## src/rtl/alu_pkg.sv

```systemverilog
// Shared constants for the ALU datapath: operation codes, ALUOp encodings,
// R-format opcodes and the zero-register index.
package alu_pkg;

    // 4-bit operation codes understood by the ALU
    localparam logic [3:0] ALU_AND   = 4'b0000;
    localparam logic [3:0] ALU_ORR   = 4'b0001;
    localparam logic [3:0] ALU_ADD   = 4'b0010;
    localparam logic [3:0] ALU_SUB   = 4'b0110;
    localparam logic [3:0] ALU_PASSB = 4'b0111;
    localparam logic [3:0] ALU_NOR   = 4'b1100;

    // ALUOp field produced by the main decoder
    localparam logic [1:0] ALUOP_LDST  = 2'b00;
    localparam logic [1:0] ALUOP_CBZ   = 2'b01;
    localparam logic [1:0] ALUOP_RTYPE = 2'b10;
    localparam logic [1:0] ALUOP_RSVD  = 2'b11;

    // R-format opcodes, instruction[31:21]
    localparam logic [10:0] OPC_ADD = 11'b10001011000;
    localparam logic [10:0] OPC_SUB = 11'b11001011000;
    localparam logic [10:0] OPC_AND = 11'b10001010000;
    localparam logic [10:0] OPC_ORR = 11'b10101010000;

    // X31 reads as zero register and is never a bypass target
    localparam logic [4:0] XZR = 5'd31;

endpackage

```

## src/rtl/alu_control.sv

```systemverilog
// Combinational ALU control: maps ALUOp plus R-format opcode onto the
// 4-bit ALU operation. Undecodable combinations fall back to ADD and raise
// illegal so later stages can trap without a bogus operation code.
module alu_control
    import alu_pkg::*;
#(
    parameter int OPC_W = 11
) (
    input  logic [1:0]       alu_op,
    input  logic [OPC_W-1:0] opcode,
    output logic [3:0]       operation,
    output logic             illegal
);

    // Decode ALUOp first, then the opcode for R-type instructions
    always_comb begin
        operation = ALU_ADD;
        illegal   = 1'b0;
        unique case (alu_op)
            ALUOP_LDST: operation = ALU_ADD;
            ALUOP_CBZ:  operation = ALU_PASSB;
            ALUOP_RTYPE: begin
                if (opcode == OPC_W'(OPC_ADD)) begin
                    operation = ALU_ADD;
                end else if (opcode == OPC_W'(OPC_SUB)) begin
                    operation = ALU_SUB;
                end else if (opcode == OPC_W'(OPC_AND)) begin
                    operation = ALU_AND;
                end else if (opcode == OPC_W'(OPC_ORR)) begin
                    operation = ALU_ORR;
                end else begin
                    operation = ALU_ADD;
                    illegal   = 1'b1;
                end
            end
            default: begin
                operation = ALU_ADD;
                illegal   = 1'b1;
            end
        endcase
    end

endmodule

```

## src/rtl/alu_issue_stage.sv

```systemverilog
// ID/EX stage in front of the ALU. Captures operands and decoded control on
// accept, holds them while the ALU is stalled, and applies EX/MEM and MEM/WB
// bypassing combinationally so late writebacks are picked up even during a stall.
module alu_issue_stage
    import alu_pkg::*;
#(
    parameter int DATA_W = 64,
    parameter int REG_AW = 5,
    parameter int OPC_W  = 11
) (
    input  logic              clk,
    input  logic              rst_n,
    input  logic              in_valid,
    output logic              in_ready,
    input  logic [DATA_W-1:0] in_rn_data,
    input  logic [DATA_W-1:0] in_rm_data,
    input  logic [DATA_W-1:0] in_imm,
    input  logic [REG_AW-1:0] in_rn,
    input  logic [REG_AW-1:0] in_rm,
    input  logic [REG_AW-1:0] in_rd,
    input  logic              in_alu_src,
    input  logic [1:0]        in_alu_op,
    input  logic [OPC_W-1:0]  in_opcode,
    input  logic              flush,
    input  logic              exm_wr,
    input  logic [REG_AW-1:0] exm_rd,
    input  logic [DATA_W-1:0] exm_res,
    input  logic              mwb_wr,
    input  logic [REG_AW-1:0] mwb_rd,
    input  logic [DATA_W-1:0] mwb_res,
    output logic              out_valid,
    input  logic              out_ready,
    output logic [DATA_W-1:0] alu_a,
    output logic [DATA_W-1:0] alu_b,
    output logic [3:0]        alu_operation,
    output logic [DATA_W-1:0] store_data,
    output logic [REG_AW-1:0] out_rd,
    output logic              illegal
);

    localparam logic [REG_AW-1:0] XZR_IDX = REG_AW'(XZR);

    logic              valid_q,   valid_d;
    logic [DATA_W-1:0] rn_data_q, rn_data_d;
    logic [DATA_W-1:0] rm_data_q, rm_data_d;
    logic [DATA_W-1:0] imm_q,     imm_d;
    logic [REG_AW-1:0] rn_q,      rn_d;
    logic [REG_AW-1:0] rm_q,      rm_d;
    logic [REG_AW-1:0] rd_q,      rd_d;
    logic              alu_src_q, alu_src_d;
    logic [3:0]        op_q,      op_d;
    logic              illegal_q, illegal_d;

    logic [3:0]        dec_op;
    logic              dec_illegal;
    logic              accept;
    logic [DATA_W-1:0] fwd_rn;
    logic [DATA_W-1:0] fwd_rm;

    // Bypass select: youngest producer (EX/MEM) wins, the zero register never forwards
    function automatic logic [DATA_W-1:0] fwd_sel(
        input logic [REG_AW-1:0] idx,
        input logic [DATA_W-1:0] reg_data,
        input logic              e_wr,
        input logic [REG_AW-1:0] e_rd,
        input logic [DATA_W-1:0] e_res,
        input logic              m_wr,
        input logic [REG_AW-1:0] m_rd,
        input logic [DATA_W-1:0] m_res
    );
        logic [DATA_W-1:0] sel;
        sel = reg_data;
        if (idx != XZR_IDX) begin
            if (e_wr && (e_rd == idx)) begin
                sel = e_res;
            end else if (m_wr && (m_rd == idx)) begin
                sel = m_res;
            end
        end
        return sel;
    endfunction

    alu_control #(
        .OPC_W (OPC_W)
    ) u_alu_control (
        .alu_op    (in_alu_op),
        .opcode    (in_opcode),
        .operation (dec_op),
        .illegal   (dec_illegal)
    );

    assign in_ready = !valid_q || out_ready;
    assign accept   = in_valid && in_ready;

    // Next-state: flush kills everything, otherwise load on accept or drain on consume
    always_comb begin
        valid_d   = valid_q;
        rn_data_d = rn_data_q;
        rm_data_d = rm_data_q;
        imm_d     = imm_q;
        rn_d      = rn_q;
        rm_d      = rm_q;
        rd_d      = rd_q;
        alu_src_d = alu_src_q;
        op_d      = op_q;
        illegal_d = illegal_q;
        if (flush) begin
            valid_d = 1'b0;
        end else if (accept) begin
            valid_d   = 1'b1;
            rn_data_d = in_rn_data;
            rm_data_d = in_rm_data;
            imm_d     = in_imm;
            rn_d      = in_rn;
            rm_d      = in_rm;
            rd_d      = in_rd;
            alu_src_d = in_alu_src;
            op_d      = dec_op;
            illegal_d = dec_illegal;
        end else if (out_ready) begin
            valid_d = 1'b0;
        end
    end

    // Pipeline register with synchronous active-low reset
    always_ff @(posedge clk) begin
        if (!rst_n) begin
            valid_q   <= 1'b0;
            rn_data_q <= '0;
            rm_data_q <= '0;
            imm_q     <= '0;
            rn_q      <= '0;
            rm_q      <= '0;
            rd_q      <= '0;
            alu_src_q <= 1'b0;
            op_q      <= 4'b0000;
            illegal_q <= 1'b0;
        end else begin
            valid_q   <= valid_d;
            rn_data_q <= rn_data_d;
            rm_data_q <= rm_data_d;
            imm_q     <= imm_d;
            rn_q      <= rn_d;
            rm_q      <= rm_d;
            rd_q      <= rd_d;
            alu_src_q <= alu_src_d;
            op_q      <= op_d;
            illegal_q <= illegal_d;
        end
    end

    assign fwd_rn = fwd_sel(rn_q, rn_data_q, exm_wr, exm_rd, exm_res, mwb_wr, mwb_rd, mwb_res);
    assign fwd_rm = fwd_sel(rm_q, rm_data_q, exm_wr, exm_rd, exm_res, mwb_wr, mwb_rd, mwb_res);

    assign out_valid     = valid_q;
    assign alu_a         = fwd_rn;
    assign store_data    = fwd_rm;
    assign alu_b         = alu_src_q ? imm_q : fwd_rm;
    assign alu_operation = op_q;
    assign out_rd        = rd_q;
    assign illegal       = valid_q && illegal_q;

endmodule

```

## config.mk

```make
export PLATFORM = sky130hd
export DESIGN_NAME = alu_issue_stage
export DESIGN_NICKNAME = d
export VERILOG_FILES = /design/src/rtl/alu_pkg.sv /design/src/rtl/alu_control.sv /design/src/rtl/alu_issue_stage.sv
export SDC_FILE = /design/constraint.sdc
export NUM_CORES = 1
export LEC_CHECK = 0
export CAP_MARGIN = 40
export CORE_AREA = 2 2 219 221
export CTS_CLUSTER_DIAMETER = 200
export DETAILED_ROUTE_END_ITERATION = 6
export DIE_AREA = 0 0 221 223
export GPL_TIMING_DRIVEN = 0
export PLACE_DENSITY = 0.66
export SLEW_MARGIN = 15
export SYNTH_ARGS = -nofsm -noshare
export SYNTH_HDL_FRONTEND = slang
export SYNTH_SLANG_ARGS = --single-unit
```

## constraint.sdc

```tcl
create_clock -name clk -period 2 [get_ports clk]
set_clock_uncertainty 0.2 [all_clocks]
set_input_delay 0.2 -clock clk [delete_from_list [all_inputs] [get_ports clk]]
set_output_delay 0.2 -clock clk [all_outputs]
set_load 0.02 [all_outputs]
```

==> flow_summary.html, run 1 <==
<table>
<tr><th>Metric</th><th>Value</th></tr>
<tr><th colspan="2">STA</th></tr>
<tr><td>Final Max Tran Viols</td><td>0</td></tr>
<tr><td>Minimum setup slack in the final design</td><td>-1.035 ns</td></tr>
<tr><td>Maximum operating frequency</td><td>329.4 MHz</td></tr>
<tr><td>Tightest slew margin relative to the limit</td><td>0.5030</td></tr>
<tr><td>Time the final worst path needs with I/O delays and setup</td><td>3.035 ns</td></tr>
<tr><td>Slew at the pin closest to its max-slew limit</td><td>0.7454 ns</td></tr>
<tr><td>Final Cycle Share</td><td>1.518</td></tr>
<tr><td>Final hold slack</td><td>0.004088 ns</td></tr>
<tr><td>Unrepaired setup endpoints after global routing</td><td>true</td></tr>
<tr><td>Final count of negative-setup-slack endpoints</td><td>about 240</td></tr>
<tr><td>Final hold vios</td><td>0</td></tr>
<tr><th colspan="2">Routing</th></tr>
<tr><td>Metal-1 WL</td><td>30.87 mm</td></tr>
<tr><td>Count of vias placed by the detailed router</td><td>around 17000</td></tr>
<tr><td>Highest Signal Layer</td><td>met5</td></tr>
<tr><td>Number of detailed-routing iterations run before antenna repair</td><td>6</td></tr>
<tr><td>Routed wl met3</td><td>about 6.7 mm</td></tr>
<tr><td>Drc violations</td><td>0</td></tr>
<tr><td>Via/cell ratio</td><td>5.508</td></tr>
<tr><td>Met2 wire length</td><td>between 30 and 40 mm</td></tr>
<tr><td>Final ANT Viol Nets</td><td>0</td></tr>
<tr><td>WL per Instance</td><td>25.26 um</td></tr>
<tr><td>Sum of routed wire length over all layers</td><td>79.14 mm</td></tr>
<tr><td>Drt first-iter violations</td><td>1633</td></tr>
<tr><th colspan="2">Global route</th></tr>
<tr><td>Aggregate global-route resource usage</td><td>0.3010</td></tr>
<tr><td>Number of global-route vias before repair</td><td>17090</td></tr>
<tr><td>Global-route wire length before repair</td><td>112.3 mm</td></tr>
<tr><td>Antenna violations before repair</td><td>8</td></tr>
<tr><td>Total congestion overflow after global routing</td><td>0</td></tr>
<tr><td>Pin count of the biggest net entering global routing</td><td>13</td></tr>
<tr><th colspan="2">Clock tree</th></tr>
<tr><td>Clock tree buffer depth</td><td>3</td></tr>
<tr><td>Clock buffers created by TritonCTS</td><td>26</td></tr>
<tr><td>Clock root buffer</td><td>sky130_fd_sc_hd__clkbuf_16</td></tr>
<tr><td>Max H-tree Level</td><td>1</td></tr>
<tr><td>Source-to-sink clock delay at the later pin of the worst-skew pair</td><td>0.56 ns</td></tr>
<tr><td>Clock transition time at the flip-flop clock pins of the worst setup and hold paths</td><td>0.07 ns</td></tr>
<tr><td>Number of clock sinks</td><td>213</td></tr>
<tr><td>CTS tree</td><td>yes</td></tr>
<tr><th colspan="2">Floorplanning</th></tr>
<tr><td>Initial Utilization</td><td>0.2794</td></tr>
<tr><td>Core Region</td><td>0.04715 mm2</td></tr>
<tr><td>Die extent in x</td><td>221 um</td></tr>
<tr><td>Top-Level Pins</td><td>570</td></tr>
<tr><td>Die boundary height</td><td>223 um</td></tr>
<tr><td>Full die area</td><td>between 0.04 and 0.05 mm2</td></tr>
<tr><td># rows</td><td>80</td></tr>
<tr><th colspan="2">Yosys</th></tr>
<tr><td>Number of warnings reported in the yosys synthesis log</td><td>0</td></tr>
<tr><td>Gate count of the mapped netlist</td><td>approximately 1800</td></tr>
<tr><td>Mean instance size in the synthesized netlist</td><td>7.301 um2</td></tr>
<tr><td>Combined area of all synthesized cells</td><td>0.01317 mm2</td></tr>
<tr><td>Number of nets in the synthesized netlist</td><td>2173</td></tr>
<tr><td>Number of distinct library cell variants in the gate-level netlist after synthesis</td><td>40</td></tr>
<tr><td>Share of synthesized area occupied by flip-flops and latches</td><td>0.3237</td></tr>
<tr><td>Register bit total from synthesis</td><td>213</td></tr>
<tr><th colspan="2">Hold path</th></tr>
<tr><td>Type of the tightest min-delay check</td><td>in -&gt; reg</td></tr>
<tr><td>Launch point of the worst hold path</td><td>in_rn[2]</td></tr>
<tr><th colspan="2">Worst setup path</th></tr>
<tr><td>Slowest CP cell</td><td>sky130_fd_sc_hd__dfxtp_4</td></tr>
<tr><td>Critical path startpoint</td><td>rm_q[3]</td></tr>
<tr><td>Arrival time reported for the critical path endpoint</td><td>2.64 ns</td></tr>
<tr><td>Crit path kind</td><td>reg -&gt; out</td></tr>
<tr><td>Setup crit start kind</td><td>register</td></tr>
<tr><td>Cell class contributing the biggest share of worst-path delay</td><td>buffers and inverters</td></tr>
<tr><td>Slowest stage delay, CP</td><td>0.36 ns</td></tr>
<tr><td>Critical path buffer and inverter count</td><td>4</td></tr>
<tr><td>Data required time of the critical path</td><td>1.60 ns</td></tr>
<tr><td>Launch point of the worst reg-to-reg path</td><td>out_valid</td></tr>
<tr><td>Critical-path maximum fanout</td><td>10</td></tr>
<tr><td>Critical Path Sink Type</td><td>primary output</td></tr>
<tr><td>Cell-by-cell listing of the critical path</td><td>xnor2_2, nand4_1, or2_4, buf_6, buf_16, buf_8, a31o_1, a221o_1, buf_2</td></tr>
<tr><th colspan="2">Power</th></tr>
<tr><td>Total chip power</td><td>around 13000 uW</td></tr>
<tr><td>Power density cells</td><td>575.3 mW/mm2</td></tr>
<tr><td>Largest vdd supply drop</td><td>between 0.0004 and 0.0005 V</td></tr>
<tr><td>Cell leakage power</td><td>around 0.0093 uW</td></tr>
<tr><th colspan="2">Cells and area</th></tr>
<tr><td>Post-route cell area</td><td>between 0.02 and 0.025 mm2</td></tr>
<tr><td>Number of nets in the layout</td><td>~2900</td></tr>
<tr><td>Layout-stage area growth over the synthesis result</td><td>77.04%</td></tr>
<tr><td>Ratio of cells with drive above 1 in the final layout</td><td>0.2330</td></tr>
<tr><td>Post-Layout Cell Count</td><td>3133</td></tr>
<tr><td>Commonest non-fill, non-tap cells in the layout</td><td>sky130_fd_sc_hd__nand2_1, sky130_fd_sc_hd__clkdlybuf4s50_1, sky130_fd_sc_hd__dfxtp_1</td></tr>
<tr><td>Leading cell type in the layout, fill and taps excluded</td><td>sky130_fd_sc_hd__nand2_1</td></tr>
<tr><th colspan="2">Outcome</th></tr>
<tr><td>Failing checks</td><td>negative setup slack</td></tr>
<tr><td>Result of the run</td><td>complete, but fails checks</td></tr>
<tr><th colspan="2">Flow run</th></tr>
<tr><td>Maximum capacitance violations</td><td>0</td></tr>
<tr><th colspan="2">Placed design</th></tr>
<tr><td>Cell Count Post-Placement</td><td>3000</td></tr>
<tr><td>PortBufs</td><td>about 570</td></tr>
<tr><td>Post-DP Area</td><td>approximately 0.02 mm2</td></tr>
<tr><td>Hpwl dp</td><td>59.44 mm</td></tr>
<tr><td>GP Congestion</td><td>0.9711</td></tr>
</table>
synth_stat cells:
cell type                    n  area (um2)
sky130_fd_sc_hd__nand2_1   479        1798
sky130_fd_sc_hd__dfxtp_1   213        4264
sky130_fd_sc_hd__a21boi_0  209        1569
sky130_fd_sc_hd__clkbuf_1  156       585.6
sky130_fd_sc_hd__inv_1     131       491.7
sky130_fd_sc_hd__nand4_1    67       419.2
sky130_fd_sc_hd__a21oi_1    64       320.3
sky130_fd_sc_hd__a221o_1    64       640.6
sky130_fd_sc_hd__a22o_1     64       560.5
sky130_fd_sc_hd__nand2b_1   64       400.4
sky130_fd_sc_hd__nor3_1     64       320.3
sky130_fd_sc_hd__a31o_1     60       525.5
sky130_fd_sc_hd__o221ai_1   55       481.7
sky130_fd_sc_hd__buf_2      17       85.08
sky130_fd_sc_hd__xnor2_1    16       140.1
sky130_fd_sc_hd__nand3_1    12       60.06
sky130_fd_sc_hd__o211ai_1   10       75.07
sky130_fd_sc_hd__buf_6       8       90.09
sky130_fd_sc_hd__nor2_1      6       22.52
sky130_fd_sc_hd__a31o_2      4       35.03
sky130_fd_sc_hd__and3_1      4       25.02
sky130_fd_sc_hd__o21ai_0     4       20.02
sky130_fd_sc_hd__xor2_1      4       35.03
sky130_fd_sc_hd__a31oi_1     3       18.77
sky130_fd_sc_hd__and2_1      3       18.77
sky130_fd_sc_hd__buf_1       3       11.26
sky130_fd_sc_hd__buf_4       3       22.52
sky130_fd_sc_hd__ha_1        3       37.54
sky130_fd_sc_hd__nor2b_1     2       12.51
sky130_fd_sc_hd__nor3b_1     2       15.01
sky130_fd_sc_hd__a211oi_1    1       7.510
sky130_fd_sc_hd__conb_1      1       3.750
sky130_fd_sc_hd__nand3b_1    1       7.510
sky130_fd_sc_hd__nor4_1      1       6.260
sky130_fd_sc_hd__nor4b_1     1       8.760
sky130_fd_sc_hd__nor4bb_1    1       10.01
sky130_fd_sc_hd__o21a_1      1       7.510
sky130_fd_sc_hd__o22ai_1     1       6.260
sky130_fd_sc_hd__or2_1       1       6.260
sky130_fd_sc_hd__or2_2       1       6.260
final timing paths:
path | end | slack [ns] | depth (start not counted)
max reg2reg | imm_q[58] | -0.10 | 8
max | alu_b[11] | -1.04 | 9
min | rn_q[2] | 0.004 | 3
min reg2reg | rn_data_q[12] | 0.26 | 2
sequential cells by signal, summed over array words and instances (netlist names):
signal         flops
imm_q             64
rm_data_q         64
rn_data_q         64
out_rd             5
rm_q               5
rn_q               5
alu_operation      3
alu_src_q          1
illegal_q          1
out_valid          1
layer usage:
metal | vias to the layer above | track usage
met5 | - | 0
met4 | 8 | 0.1117
met3 | 214 | 0.06546
met2 | 1034 | 0.5241
met1 | 8300 | 0.3628
li1 | 7702 | -
logic make-up after synthesis:
group | count (synthesis) | synth area share
buf+inv | 318 | 0.09765
flops | 213 | 0.3237
fa+ha+maj | 3 | 0.002850
xor+xnor | 20 | 0.01330
compound gates | 540 | 0.3240
other cells | 1 | 0.0002847
simple gates | 709 | 0.2381
repair_timing:
item | CTS | global route
resized for setup | 1161 | 403
buffers inserted | 27 | 23
endpoints found under the hold margin | 48 | 0
cloned | 7 | 10
setup endpoints to repair | 407 | 397
hold buffers | 24 | 0
pin swaps | 44 | 36
tightest hold or removal path, delay by kind of cell:
family / cells / cell delay [ns]
AND/OR/NAND/NOR: 1 / 0.06
AO/OA/AOI/OAI: 1 / 0.06
buffers and inverters: 1 / 0.40
power by group:
group / total (uW) / internal (uW) / switching, uW
Combinational: 3610 / 1800 / 1810
Clock: 5220 / 3120 / 2110
Sequential: 4590 / 4440 / 147
metrics by stage:
step,worst slack [ns],TNS (ns),util
after global placement,-2.451,-613.13,0.4195
final,-1.035,-183.75,0.4946
after detailed placement,-1.843,-468.76,0.4235
after floorplan,-0.1340,-12.71,-
after CTS,-1.026,-240.21,0.4748
after global routing,-1.089,-201.25,0.4946
cell type report:
type                       instances  area [um2]
inverter                         131       491.7
tap                              615       769.5
multi-input combinational       1273        8597
antenna                            3       7.507
sequential                       213        4294
timing repair buffer             670        6583
buffer                           181        1659
clock buffer                      33       738.2
clock inverter                    14       178.9
fill                            4597       23830
Note: power is estimated with default switching activity, not from simulation.
==> run 2: changes to the inputs <==
Settings changed: CTS_CLUSTER_SIZE set to 24, SETUP_SLACK_MARGIN set to 0.3.
==> run 2 against run 1 <==
- the run still ends with negative setup slack left
- power fell by 10%
- sequential share of layout area fell by 2.6 points
- first-iteration DRC count fell by 14%
==> flow_summary.html, run 2 (synthesized netlist as in run 1, its figures left out) <==
<table>
<tr><th>Metric</th><th>Value</th></tr>
<tr><th colspan="2">Power</th></tr>
<tr><td>Largest vdd supply drop</td><td>0.0004242 V</td></tr>
<tr><td>Cell leakage power</td><td>0.01114 uW</td></tr>
<tr><td>Power density cells</td><td>roughly 440 mW/mm2</td></tr>
<tr><th colspan="2">STA</th></tr>
<tr><td>Final count of negative-setup-slack endpoints</td><td>around 220</td></tr>
<tr><td>Slew at the pin closest to its max-slew limit</td><td>0.7143 ns</td></tr>
<tr><td>Minimum setup slack in the final design</td><td>-1.071 ns</td></tr>
<tr><td>Maximum operating frequency</td><td>roughly 330 MHz</td></tr>
<tr><td>Final hold vios</td><td>0</td></tr>
<tr><td>Final Cycle Share</td><td>1.535</td></tr>
<tr><td>Setup TNS after final layout</td><td>-172.55 ns</td></tr>
<tr><td>Unrepaired setup endpoints after global routing</td><td>true</td></tr>
<tr><td>Final Max Tran Viols</td><td>0</td></tr>
<tr><td>Time the final worst path needs with I/O delays and setup</td><td>roughly 3 ns</td></tr>
<tr><td>Tightest slew margin relative to the limit</td><td>0.5238</td></tr>
<tr><th colspan="2">Cells and area</th></tr>
<tr><td>Leading registers by flop count</td><td>imm_q: 64 flops, rm_data_q: 64 flops, rn_data_q: 64 flops</td></tr>
<tr><td>Layout-stage area growth over the synthesis result</td><td>106.0%</td></tr>
<tr><td>Post-Layout Cell Count</td><td>3166</td></tr>
<tr><td>Fillers</td><td>4062</td></tr>
<tr><td>Ratio of cells with drive above 1 in the final layout</td><td>0.3710</td></tr>
<tr><td>Commonest non-fill, non-tap cells in the layout</td><td>sky130_fd_sc_hd__clkdlybuf4s50_1, sky130_fd_sc_hd__nand2_1, sky130_fd_sc_hd__buf_6, sky130_fd_sc_hd__dfxtp_1, sky130_fd_sc_hd__a21boi_1</td></tr>
<tr><td>Number of nets in the layout</td><td>2916</td></tr>
<tr><td>Post-route cell area</td><td>between 0.02 and 0.03 mm2</td></tr>
<tr><td>Leading cell type in the layout, fill and taps excluded</td><td>sky130_fd_sc_hd__clkdlybuf4s50_1</td></tr>
<tr><th colspan="2">Clock tree</th></tr>
<tr><td>CTS tree</td><td>yes</td></tr>
<tr><td>Clock buffers created by TritonCTS</td><td>12</td></tr>
<tr><td>Number of clock sinks</td><td>roughly 210</td></tr>
<tr><td>Clock root buffer</td><td>sky130_fd_sc_hd__clkbuf_16</td></tr>
<tr><td>Clock tree buffer depth</td><td>3</td></tr>
<tr><td>Max H-tree Level</td><td>1</td></tr>
<tr><td>Clock transition time at the flip-flop clock pins of the worst setup and hold paths</td><td>approximately 0.11 ns</td></tr>
<tr><td>Source-to-sink clock delay at the later pin of the worst-skew pair</td><td>0.49 ns</td></tr>
<tr><th colspan="2">Routing</th></tr>
<tr><td>Via/cell ratio</td><td>5.558</td></tr>
<tr><td>Drt first-iter violations</td><td>around 1400</td></tr>
<tr><td>Final ANT Viol Nets</td><td>0</td></tr>
<tr><td>Number of detailed-routing iterations run before antenna repair</td><td>6</td></tr>
<tr><td>Drc violations</td><td>0</td></tr>
<tr><td>Count of vias placed by the detailed router</td><td>17600</td></tr>
<tr><td>Sum of routed wire length over all layers</td><td>84.92 mm</td></tr>
<tr><td>WL per Instance</td><td>26.82 um</td></tr>
<tr><th colspan="2">Global route</th></tr>
<tr><td>Global-route wire length before repair</td><td>114.0 mm</td></tr>
<tr><td>Aggregate global-route resource usage</td><td>0.3058</td></tr>
<tr><td>Number of global-route vias before repair</td><td>roughly 17000</td></tr>
<tr><td>Antenna violations before repair</td><td>4</td></tr>
<tr><td>Pin count of the biggest net entering global routing</td><td>25</td></tr>
<tr><td>Total congestion overflow after global routing</td><td>0</td></tr>
<tr><th colspan="2">Outcome</th></tr>
<tr><td>Result of the run</td><td>complete, but fails checks</td></tr>
<tr><td>Failing checks</td><td>negative setup slack</td></tr>
<tr><th colspan="2">Worst setup path</th></tr>
<tr><td>Arrival time reported for the critical path endpoint</td><td>2.67 ns</td></tr>
<tr><td>Cell class contributing the biggest share of worst-path delay</td><td>buffers and inverters</td></tr>
<tr><td>Crit path kind</td><td>reg -&gt; out</td></tr>
<tr><td>Critical path buffer and inverter count</td><td>5</td></tr>
<tr><td>Cell with the most instances on the worst path</td><td>sky130_fd_sc_hd__buf_6</td></tr>
<tr><td>Critical-path maximum fanout</td><td>10</td></tr>
<tr><td>Critical Path Sink Type</td><td>primary output</td></tr>
<tr><td>Setup crit start kind</td><td>register</td></tr>
<tr><td>Cell-by-cell listing of the critical path</td><td>xnor2_1, nand4_1, buf_4, o22ai_4, buf_6, buf_12, clkbuf_16, a21oi_1, a221o_1, buf_6</td></tr>
<tr><td>Slowest CP cell</td><td>sky130_fd_sc_hd__dfxtp_2</td></tr>
<tr><td>Slowest stage delay, CP</td><td>0.37 ns</td></tr>
<tr><td>Data required time of the critical path</td><td>1.60 ns</td></tr>
<tr><th colspan="2">Placed design</th></tr>
<tr><td>PortBufs</td><td>567</td></tr>
<tr><td>Post-DP Area</td><td>0.02113 mm2</td></tr>
<tr><td>Hpwl dp</td><td>59.01 mm</td></tr>
<tr><td>Post-placement setup slack</td><td>-1.465 ns</td></tr>
<tr><td>GP Congestion</td><td>0.9299</td></tr>
<tr><td>Cell Count Post-Placement</td><td>2994</td></tr>
<tr><th colspan="2">Floorplanning</th></tr>
<tr><td>Full die area</td><td>between 0.04 and 0.05 mm2</td></tr>
<tr><td>Die extent in x</td><td>221 um</td></tr>
<tr><td>Initial Utilization</td><td>0.2794</td></tr>
<tr><td>Die boundary height</td><td>between 200 and 250 um</td></tr>
<tr><td>Core Region</td><td>between 0.04 and 0.05 mm2</td></tr>
<tr><td># rows</td><td>80</td></tr>
<tr><td>Top-Level Pins</td><td>570</td></tr>
<tr><th colspan="2">Hold path</th></tr>
<tr><td>Type of the tightest min-delay check</td><td>in -&gt; reg</td></tr>
<tr><th colspan="2">Flow run</th></tr>
<tr><td>Maximum capacitance violations</td><td>0</td></tr>
</table>
run 2: cell types whose count changed in the layout (fill, tap and decap cells not counted), sizes merged:
cell,change
buf,+53
bufbuf,+1
bufinv,-4
clkbuf,+16
clkdlybuf4s50,-9
clkinv,-7
clkinvlp,-2
diode,+1
dlygate4sd3,-23
dlymetal6s2s,+7
run 2: worst reg2reg max path, delay by kind of cell, from the launching register on:
family                 cells  cell delay, ns
AO/OA/AOI/OAI              1            0.14
buffers and inverters      6            0.84
flip-flops                 1            0.35
AND/OR/NAND/NOR            3            0.44
run 2: worst paths after layout:
path | depth (start not counted) | slack [ns] | start | to
worst max register to register | 10 | -0.04 | out_valid | out_rd[4]
worst max-delay path | 10 | -1.07 | rm_q[1] | alu_b[15]
worst min-delay path | 3 | 0.02 | in_rm[3] | rm_q[3]
worst min register to register | 2 | 0.26 | imm_q[53] | imm_q[53]
run 2: area by class of cell:
class	instances	area [um2]	share of cell area
diodes	4	10.01	0.0003689
well taps	615	769.5	0.02836
flip-flops and latches	213	4284	0.1579
repair buffers	730	8489	0.3129
clock inverters	1	5.005	0.0001844
inverters	131	494.2	0.01821
clock buffers	13	325.3	0.01199
multi-input cells	1273	10350	0.3814
plain buffers	186	2409	0.08876
run 2: repair_timing:
| item | CTS | global route |
|---|---|---|
| buffers inserted | 50 | 36 |
| gates resized for setup | 1418 | 835 |
| gates cloned | 28 | 40 |
| setup endpoints to repair | 415 | 415 |
| hold buffers | 1 | 0 |
| endpoints found under the hold margin | 30 | 0 |
| pin swaps | 167 | 297 |
run 2: report_power, final:
part	internal (uW)	switching (uW)	total, uW
Clock	1180	1640	2820
Sequential	4440	175	4620
Combinational	2460	2150	4620
Total	8080	3970	12100
run 2: stage by stage:
stage | hold slack (ns) | utilization | power, uW
2_1_floorplan | 0.06869 | - | 6196
3_3_place_gp | 0.2512 | 0.4456 | 8031
3_5_place_dp | 0.2575 | 0.4481 | 8064
4_1_cts | 0.01502 | 0.5040 | 11280
5_1_grt | 0.02418 | 0.5755 | 12410
6_report | 0.02439 | 0.5756 | 12050
run 2: metal layers:
layer / global-route usage / routed length [um] / up-vias
li1: - / - / 7810
met1: 0.3731 / 33050 / 8673
met2: 0.5474 / 42280 / 945
met3: 0.05031 / 6190 / 166
met4: 0.09548 / 3387 / 2
met5: 0 / 13 / -
